===== src/rtl/mmc_cap_sort_sel_pkg.sv =====
// mmc_sort_pkg
// Shared types and constants for the MMC capacitor-voltage sorter.
//   state_t     : sorter FSM state encoding
//   clog2_min1  : ceil(log2(v)), never less than 1 (safe vector width)
//   N_SM_DEF    : default submodule count per arm
//   VW_DEF      : default capacitor voltage width
package mmc_sort_pkg;

    localparam int N_SM_DEF = 8;
    localparam int VW_DEF   = 12;

    typedef enum logic [1:0] {
        IDLE = 2'd0,
        SORT = 2'd1,
        EMIT = 2'd2
    } state_t;

    function automatic int clog2_min1(input int v);
        int r;
        r = $clog2(v);
        return (r < 1) ? 1 : r;
    endfunction

endpackage


===== src/rtl/mmc_cap_sort_sel_if.sv =====
// mmc_cap_sort_sel_if
// Request/result bundle between the ADC aggregator (master) and the sorter (slave).
//   start     : request, sampled by the sorter only when idle
//   v_flat    : N_SM voltages, submodule k at [k*VW +: VW]
//   n_ins     : number of submodules to insert
//   i_pos     : 1 = charging (pick lowest), 0 = discharging (pick highest)
//   busy      : sort in progress
//   done      : one-cycle pulse when ins_mask updates
//   ins_mask  : bit k = insert submodule k
//   n_clamped : requested n_ins exceeded N_SM for the current result
interface mmc_cap_sort_sel_if
    import mmc_sort_pkg::*;
#(
    parameter int N_SM = N_SM_DEF,
    parameter int VW   = VW_DEF,
    parameter int CW   = clog2_min1(N_SM + 1)
);
    logic                 start;
    logic [N_SM*VW-1:0]   v_flat;
    logic [CW-1:0]        n_ins;
    logic                 i_pos;
    logic                 busy;
    logic                 done;
    logic [N_SM-1:0]      ins_mask;
    logic                 n_clamped;

    modport master (
        output start, v_flat, n_ins, i_pos,
        input  busy, done, ins_mask, n_clamped
    );

    modport slave (
        input  start, v_flat, n_ins, i_pos,
        output busy, done, ins_mask, n_clamped
    );

endinterface


===== src/rtl/mmc_cap_sort_sel_cas.sv =====
// mmc_sort_cas
// One compare-exchange cell of the odd-even transposition network.
// Purely combinational. When enabled and the pair is out of order for the
// requested direction, the (key, idx) pairs are swapped as a unit. The strict
// compare leaves equal keys in place, which keeps the sort stable.
//   en       : cell active in the current phase
//   asc      : 1 = ascending order, 0 = descending order
//   a_key/a_idx, b_key/b_idx : input pair (a is the lower position)
//   o0_key/o0_idx, o1_key/o1_idx : ordered output pair
module mmc_sort_cas #(
    parameter int VW = 12,
    parameter int IW = 3
) (
    input  logic          en,
    input  logic          asc,
    input  logic [VW-1:0] a_key,
    input  logic [IW-1:0] a_idx,
    input  logic [VW-1:0] b_key,
    input  logic [IW-1:0] b_idx,
    output logic [VW-1:0] o0_key,
    output logic [IW-1:0] o0_idx,
    output logic [VW-1:0] o1_key,
    output logic [IW-1:0] o1_idx
);

    logic swap;

    assign swap = en && (asc ? (a_key > b_key) : (a_key < b_key));

    assign o0_key = swap ? b_key : a_key;
    assign o0_idx = swap ? b_idx : a_idx;
    assign o1_key = swap ? a_key : b_key;
    assign o1_idx = swap ? a_idx : b_idx;

endmodule


===== src/rtl/mmc_cap_sort_sel.sv =====
// mmc_cap_sort_sel
// Sequential capacitor-voltage sorter and submodule selector for one MMC arm.
// Captures N_SM voltages on start, runs N_SM odd-even transposition phases
// (one per cycle), then emits a mask of the n_ins lowest (charging) or
// highest (discharging) submodules.
//   clk   : rising-edge clock
//   rst_n : asynchronous active-low reset
//   bus   : slave side of mmc_cap_sort_sel_if (start/data in, busy/done/mask out)
//
// state | meaning
// IDLE  | waiting for start; outputs hold the last result
// SORT  | one transposition phase per cycle, phase = 0 .. N_SM-1
// EMIT  | publish ins_mask / n_clamped, pulse done, return to IDLE
module mmc_cap_sort_sel
    import mmc_sort_pkg::*;
#(
    parameter int N_SM = N_SM_DEF,
    parameter int VW   = VW_DEF,
    parameter int CW   = clog2_min1(N_SM + 1)
) (
    input  logic               clk,
    input  logic               rst_n,
    mmc_cap_sort_sel_if.slave  bus
);

    localparam int IW = clog2_min1(N_SM);
    localparam int PW = clog2_min1(N_SM);

    state_t           state;
    logic [PW-1:0]    phase;
    logic             dir_asc;
    logic [CW-1:0]    n_eff;
    logic             clamp_q;
    logic             busy_q;
    logic             done_q;
    logic [N_SM-1:0]  mask_q;
    logic             n_clamped_q;

    logic [VW-1:0]    key    [N_SM];
    logic [IW-1:0]    idx    [N_SM];
    logic [VW-1:0]    key_nx [N_SM];
    logic [IW-1:0]    idx_nx [N_SM];

    logic [N_SM-2:0]  cas_en;
    logic [VW-1:0]    c0_key [N_SM-1];
    logic [IW-1:0]    c0_idx [N_SM-1];
    logic [VW-1:0]    c1_key [N_SM-1];
    logic [IW-1:0]    c1_idx [N_SM-1];

    logic [N_SM-1:0]  mask_nx;
    logic             over;

    // Even phases pair (0,1),(2,3)..; odd phases pair (1,2),(3,4)..
    always_comb begin
        cas_en = '0;
        for (int j = 0; j < N_SM - 1; j++) begin
            cas_en[j] = (phase[0] == 1'(j % 2));
        end
    end

    for (genvar j = 0; j < N_SM - 1; j++) begin : g_cas
        mmc_sort_cas #(
            .VW (VW),
            .IW (IW)
        ) u_cas (
            .en     (cas_en[j]),
            .asc    (dir_asc),
            .a_key  (key[j]),
            .a_idx  (idx[j]),
            .b_key  (key[j+1]),
            .b_idx  (idx[j+1]),
            .o0_key (c0_key[j]),
            .o0_idx (c0_idx[j]),
            .o1_key (c1_key[j]),
            .o1_idx (c1_idx[j])
        );
    end

    // Pairs within a phase are disjoint, so each slot is written by at most
    // one enabled cell.
    always_comb begin
        key_nx = key;
        idx_nx = idx;
        for (int j = 0; j < N_SM - 1; j++) begin
            if (cas_en[j]) begin
                key_nx[j]   = c0_key[j];
                idx_nx[j]   = c0_idx[j];
                key_nx[j+1] = c1_key[j];
                idx_nx[j+1] = c1_idx[j];
            end
        end
    end

    // Ranks below n_eff map back to their original submodule positions.
    always_comb begin
        mask_nx = '0;
        for (int r = 0; r < N_SM; r++) begin
            if (r < int'(n_eff)) begin
                mask_nx[idx[r]] = 1'b1;
            end
        end
    end

    assign over = (bus.n_ins > CW'(N_SM));

    always_ff @(posedge clk or negedge rst_n) begin
        if (!rst_n) begin
            state       <= IDLE;
            phase       <= '0;
            dir_asc     <= 1'b0;
            n_eff       <= '0;
            clamp_q     <= 1'b0;
            busy_q      <= 1'b0;
            done_q      <= 1'b0;
            mask_q      <= '0;
            n_clamped_q <= 1'b0;
            for (int k = 0; k < N_SM; k++) begin
                key[k] <= '0;
                idx[k] <= IW'(k);
            end
        end else begin
            done_q <= 1'b0;
            case (state)
                IDLE: begin
                    if (bus.start) begin
                        for (int k = 0; k < N_SM; k++) begin
                            key[k] <= bus.v_flat[k*VW +: VW];
                            idx[k] <= IW'(k);
                        end
                        dir_asc <= bus.i_pos;
                        n_eff   <= over ? CW'(N_SM) : bus.n_ins;
                        clamp_q <= over;
                        phase   <= '0;
                        busy_q  <= 1'b1;
                        state   <= SORT;
                    end
                end
                SORT: begin
                    key <= key_nx;
                    idx <= idx_nx;
                    if (phase == PW'(N_SM - 1)) begin
                        phase <= '0;
                        state <= EMIT;
                    end else begin
                        phase <= phase + 1'b1;
                    end
                end
                EMIT: begin
                    mask_q      <= mask_nx;
                    n_clamped_q <= clamp_q;
                    done_q      <= 1'b1;
                    busy_q      <= 1'b0;
                    state       <= IDLE;
                end
                default: begin
                    state <= IDLE;
                end
            endcase
        end
    end

    assign bus.busy      = busy_q;
    assign bus.done      = done_q;
    assign bus.ins_mask  = mask_q;
    assign bus.n_clamped = n_clamped_q;

endmodule


===== src/flat_wrapper.sv =====
// flat-port wrapper written by rule: the top's interface ports become plain ports
module mmc_cap_sort_sel_flat import mmc_sort_pkg::*;
#(
    parameter int N_SM = N_SM_DEF,
    parameter int VW   = VW_DEF,
    parameter int CW   = clog2_min1(N_SM + 1)
)
  (clk, rst_n, bus_start, bus_v_flat, bus_n_ins, bus_i_pos, bus_busy, bus_done, bus_ins_mask, bus_n_clamped);
  mmc_cap_sort_sel_if #(.N_SM(N_SM), .VW(VW), .CW(CW)) bus_i ();
  input  logic clk;
  input  logic rst_n;
  input wire logic [$bits(bus_i.start)-1:0] bus_start;
  input wire logic [$bits(bus_i.v_flat)-1:0] bus_v_flat;
  input wire logic [$bits(bus_i.n_ins)-1:0] bus_n_ins;
  input wire logic [$bits(bus_i.i_pos)-1:0] bus_i_pos;
  output wire logic [$bits(bus_i.busy)-1:0] bus_busy;
  output wire logic [$bits(bus_i.done)-1:0] bus_done;
  output wire logic [$bits(bus_i.ins_mask)-1:0] bus_ins_mask;
  output wire logic [$bits(bus_i.n_clamped)-1:0] bus_n_clamped;
  assign bus_i.start = bus_start;
  assign bus_i.v_flat = bus_v_flat;
  assign bus_i.n_ins = bus_n_ins;
  assign bus_i.i_pos = bus_i_pos;
  assign bus_busy = bus_i.busy;
  assign bus_done = bus_i.done;
  assign bus_ins_mask = bus_i.ins_mask;
  assign bus_n_clamped = bus_i.n_clamped;
  mmc_cap_sort_sel #(.N_SM(N_SM), .VW(VW), .CW(CW)) u_core (.clk(clk), .rst_n(rst_n), .bus(bus_i));
endmodule

===== config.mk =====
export PLATFORM = sky130hd
export DESIGN_NAME = mmc_cap_sort_sel_flat
export DESIGN_NICKNAME = d
export VERILOG_FILES = /design/src/rtl/mmc_cap_sort_sel_pkg.sv /design/src/rtl/mmc_cap_sort_sel_if.sv /design/src/rtl/mmc_cap_sort_sel_cas.sv /design/src/rtl/mmc_cap_sort_sel.sv /design/src/flat_wrapper.sv
export SDC_FILE = /design/constraint.sdc
export NUM_CORES = 1
export LEC_CHECK = 0
export BUFFER_PORTS_ARGS = -buffer_cell sky130_fd_sc_hd__buf_4
export CORE_MARGIN = 2
export CORE_UTILIZATION = 45
export CTS_CLUSTER_DIAMETER = 80
export CTS_CLUSTER_SIZE = 12
export DETAILED_ROUTE_END_ITERATION = 12
export GPL_TIMING_DRIVEN = 0
export PLACE_DENSITY_LB_ADDON = 0.15
export SLEW_MARGIN = 5
export SYNTH_ARGS = -nofsm -noshare
export SYNTH_HDL_FRONTEND = slang
export SYNTH_SLANG_ARGS = --single-unit

===== constraint.sdc =====
create_clock -name clk -period 3.45 [get_ports clk]
set_clock_uncertainty 0.1 [all_clocks]
set_input_delay 0.5175 -clock clk [delete_from_list [all_inputs] [get_ports clk]]
set_output_delay 0.5175 -clock clk [all_outputs]
set_load 0.05 [all_outputs]

==> results of run 1 <==
## cell families after synthesis
group           share of synthesized area, %
flops                                   35.0
compound gates                          15.4
buf+inv                                 6.39
mux                                     21.6
simple gates                            11.0
fa+ha+maj                               10.6
## Yosys cell counts (all sizes together), types with 3 or more instances
master	instances
a211oi	8
nand2b	16
nor3	16
o32ai	4
inv	99
o22ai	4
ha	86
buf	29
a21o	11
dfstp	12
mux2i	178
a21oi	109
nor2	105
a31oi	13
a41oi	6
nand4	19
or2	6
a22o	14
o21ai	19
nand2	38
a22oi	12
mux2	35
clkbuf	26
nor2b	13
o221ai	6
a221oi	3
nand3	20
o211ai	9
o31ai	7
dfrtp	130
## path summary, 6_finish.rpt
check,end,startpoint
worst max-delay path,u_core.key[94],u_core.key[73]
worst min-delay path,u_core.dir_asc,bus_i_pos
worst max register to register,u_core.key[94],u_core.key[73]
worst min register to register,u_core.clamp_q,u_core.clamp_q
max in group asynchronous,u_core.key[37],rst_n
min in group asynchronous,u_core.key[10],rst_n
## state kept, by name, indices dropped and copies added, names as in the netlist
name,count
u_core.bus.busy,1
u_core.state,2
u_core.phase,3
u_core.n_eff,4
u_core.dir_asc,1
u_core.key,96
u_core.clamp_q,1
u_core.bus.n_clamped,1
u_core.bus.done,1
u_core.idx,24
u_core.bus.ins_mask,8
## worst max-delay path, stage by stage (launching register included)
cell      delay [ps]
dfrtp_1          420
inv_1             90
ha_1             300
nor2b_1          150
o211ai_2         140
a211oi_2          90
nor3_2           200
mux2i_1          550
o21a_1           240
buf_4            210
buf_6            210
mux2_4           310
## per-stage QoR
stage / std cells / utilization, %
2_1_floorplan: 1068 / -
3_3_place_gp: 1467 / 50.9
3_5_place_dp: 1468 / 51.0
4_1_cts: 1501 / 53.8
5_1_grt: 1501 / 53.8
6_report: 1501 / 53.8
## power breakdown
group          total (mW)  switching (mW)  internal, mW
clock network        1.96           0.812          1.15
logic                9.77            5.57          4.20
registers            3.56           0.958          2.60
total                15.3            7.34          7.96
## final cells by class
type | instances | area (sq um)
fill | 2063 | 10400
multi-input combinational | 772 | 5980
sequential | 142 | 3570
timing repair buffer | 116 | 901
clock buffer | 18 | 429
inverter | 99 | 372
tap | 285 | 357
buffer | 55 | 280
clock inverter | 14 | 180
## routing by layer
layer,global-route usage [%],share of wire [%]
met5,0,0
met4,8.91,2.7
met3,4.37,4.8
met2,43.7,47
met1,36.1,45
==> impl_metrics.yaml, run 1 <==
run_status:
  status: "finished clean"
clock_tree:
  insertion_delay_ps: 430
  clock_sinks: 142
  cts_max_level: 4
  cts.reportedPaths.clkPinSlew_ps: 70
  cts_max_path_buffers: 2
  post-cts-setup-buffers: 0
  cts_resized: 0
  ctsHoldBuffers: 1
  cts_made_buffers: 17
  cts_tree: "yes"
  cts-root-buf: "clkbuf_16"
sta:
  maxSlewHeadroom_pct: 41.6
  worst_slack_ps: 316
  finalCritPeriodShare_pct: 90.8
  worst_pin_slew_ps: 876
  grt_setup_unrepaired: "no"
  finalHoldViolations: 0
  hold_ws_ps: 233
  tns_ps: 0
  slew_violations: 0
  setup_viol: 0
  fmax_mhz: 319
  fin_crit_ps: 3130
logic_synthesis:
  synth-async-reset-ratio_pct: 100
  postSynthRegisterBits: 142
  yosysTopAreaCell: "dfrtp_1"
  synth_top_flop_cell: "dfrtp_1"
  synth_area_leaders: "dfrtp_1, mux2i_1, ha_1"
  synth-edff-count: 0
  seq_area_frac_synth_pct: 35.0
  synthesis.nets: 1258
  synth_cell_types: 56
  netlist_instances: 1068
  yosys_warnings: 0
  netlist_area_sq_mm: 0.0102
  synth_area_per_cell_sq_um: 9.55
  yosysTopAreaCellShare_pct: 31.9
worst_hold_path:
  whs_path_depth: 2
  min_path_type: "in -> reg"
place:
  place_congestion: 0.898
  io_buffers: 114
  hpwl_um: 23800
  placed_cell_area_sq_mm: 0.0114
  dp_slack_ps: 354
die:
  dieWidth_um: 155
  initial_core_util_pct: 45.4
  die-area_sq_mm: 0.0239
  io_pins: 115
  core_sq_mm: 0.0224
  num_rows: 55
  fp.dieH_um: 155
worst_setup_path:
  required_ps: 3660
  path_max_fanout: 10
  startpoint_type: "flip-flop"
  critical_path_class: "reg -> reg"
  reg2regPathDepth: 11
  arrival_ps: 3340
  rrSetupSlack_ps: 320
  end_kind: "flip-flop"
finish:
  syn2layout_area_growth_pct: 18.3
  final_common_cell: "mux2i_1"
  diodes: 0
  final_cell_mix: "mux2i_1, dfrtp_1, buf_4"
  design_area_sq_mm: 0.0121
  final_nets: 1393
  drive_above_1_share_pct: 17.8
power:
  p_leak_nw: 5.84
  p_total_mw: 15.3
  powerDensity_mw_per_mm2: 1270
  irDropWorstVdd_mv: 0.500
grt:
  grt_pass1_wl_um: 49100
  antenna_found_initial: 0
  grt_start_max_net_pins: 103
  track_usage_pct: 26.7
  grt_pass1_vias: 8757
  grt_overflow: 0
routing:
  dr.pass1.iters: 5
  ant_nets: 0
  post_drt_wl_per_cell_um: 20.8
  vias: 8752
  drt_wl_total_um: 31300
  drtIter0Drc: 580
  avgViaCountPerCell: 5.83
  drcViolationCount: 0
flow_run:
  cap_violations: 0
No activity file was read; power rests on OpenSTA's default activity.
==> run 2: changes to the inputs <==
Settings changed: CORE_ASPECT_RATIO set to 0.8, CORE_UTILIZATION 45 to 55, CTS_CLUSTER_DIAMETER 80 to unset.
==> impl_metrics.yaml, run 2 (synthesized netlist as in run 1, its figures left out) <==
run_status:
  status: "finished, violations left"
  violations: "negative hold slack"
grt:
  grt_overflow: 0
  track_usage_pct: 32.0
  antenna_found_initial: 0
  grt_pass1_wl_um: 48100
  grt_pass1_vias: 8608
  grt_start_max_net_pins: 76
sta:
  finalHoldViolations: 6
  slew_violations: 0
  hold_ws_ps: -16.8
  setup_viol: 0
  maxSlewHeadroom_pct: 41.5
  fmax_mhz: 331
  grt_setup_unrepaired: "no"
  worst_pin_slew_ps: 877
  fin_crit_ps: 3020
  finalCritPeriodShare_pct: 87.5
  tns_ps: 0
die:
  initial_core_util_pct: 56.1
  fp.dieH_um: 126
  io_pins: 115
  num_rows: 44
  die-area_sq_mm: 0.0197
  core_sq_mm: 0.0182
  dieWidth_um: 156
clock_tree:
  cts-root-buf: "clkbuf_16"
  cts_resized: 0
  cts_max_path_buffers: 2
  post-cts-setup-buffers: 0
  cts.reportedPaths.clkPinSlew_ps: 60
  ctsHoldBuffers: 0
  cts_max_level: 4
  clock_sinks: 142
  cts_made_buffers: 17
  cts_tree: "yes"
  insertion_delay_ps: 440
worst_setup_path:
  critical_path_class: "reg -> reg"
  end_kind: "flip-flop"
  max_stage_delay_ps: 480
  crit_buf_inv: 2
  cpMaxStageDelayCell: "dfrtp_1"
  path_max_fanout: 10
  required_ps: 3710
  cp_top_family: "compound AO/OA/AOI/OAI gates"
  arrival_ps: 3280
  startpoint_type: "flip-flop"
  crit_chain: "inv_1 > ha_1 > a21oi_1 > nor2_1 > a211oi_1 > o211ai_1 > mux2_2 > nor3b_4 > buf_6 > mux2i_1"
  rrSetupSlack_ps: 430
worst_hold_path:
  min_path_type: "in -> async"
routing:
  drt_wl_total_um: 30500
  vias: 8795
  avgViaCountPerCell: 6.09
  drtIter0Drc: 716
  ant_nets: 0
  drcViolationCount: 0
  dr.pass1.iters: 5
  post_drt_wl_per_cell_um: 21.1
finish:
  final_nets: 1392
  drive_above_1_share_pct: 17.9
  diodes: 0
  largest-register: "u_core.key"
  syn2layout_area_growth_pct: 17.7
  final_cell_mix: "mux2i_1, dfrtp_1, buf_4"
  multi_input_area_sq_mm: 0.00598
  largest_reg_flops: 96
  fillCellCount: 1513
  regArea_sq_mm: 0.00357
  final_common_cell: "mux2i_1"
place:
  hpwl_um: 23200
  io_buffers: 114
  place_congestion: 0.923
flow_run:
  cap_violations: 0
[run 2: cell type report]
class	count	share of cell area, %
well taps	230	2.40
multi-input cells	772	49.8
plain buffers	55	2.34
clock inverters	14	1.57
flip-flops and latches	142	29.7
repair buffers	115	7.39
inverters	99	3.10
clock buffers	18	3.66
[run 2: worst paths after layout]
check / start / to / cells past startpoint
worst min register to register: u_core.clamp_q / u_core.clamp_q / 2
max in group asynchronous: rst_n / u_core.idx[8] / 2
worst max register to register: u_core.key[53] / u_core.key[54] / 10
min in group clk: bus_i_pos / u_core.dir_asc / 2
worst max-delay path: u_core.key[53] / u_core.key[54] / 10
worst min-delay path: rst_n / u_core.bus.done / 1
[run 2: routing by layer]
layer / GRT usage [%] / routed length (um) / up-vias / share of wire [%]
met1: 47.4 / 14300 / 4280 / 47
li1: - / - / 4119 / -
met4: 9.17 / 612 / 0 / 2.0
met3: 6.33 / 2310 / 49 / 7.6
met2: 47.7 / 13300 / 347 / 44
met5: 0 / 0 / - / 0
[run 2: through the flow]
step	cells	cell area [sq um]	worst slack, ps	hold WS [ps]	util [%]
finish	1445	12000	430	-16.8	66.0
detailed placement	1413	11400	483	387	62.6
CTS	1445	12000	463	11.1	66.0
global placement	1412	11300	528	363	62.4
floorplan	1068	10200	933	122	-
global route	1445	12000	326	37.4	66.0
Power of run 2 is not shown: default switching activity piles up to over one toggle a cycle in this logic, so the estimate is an artifact.
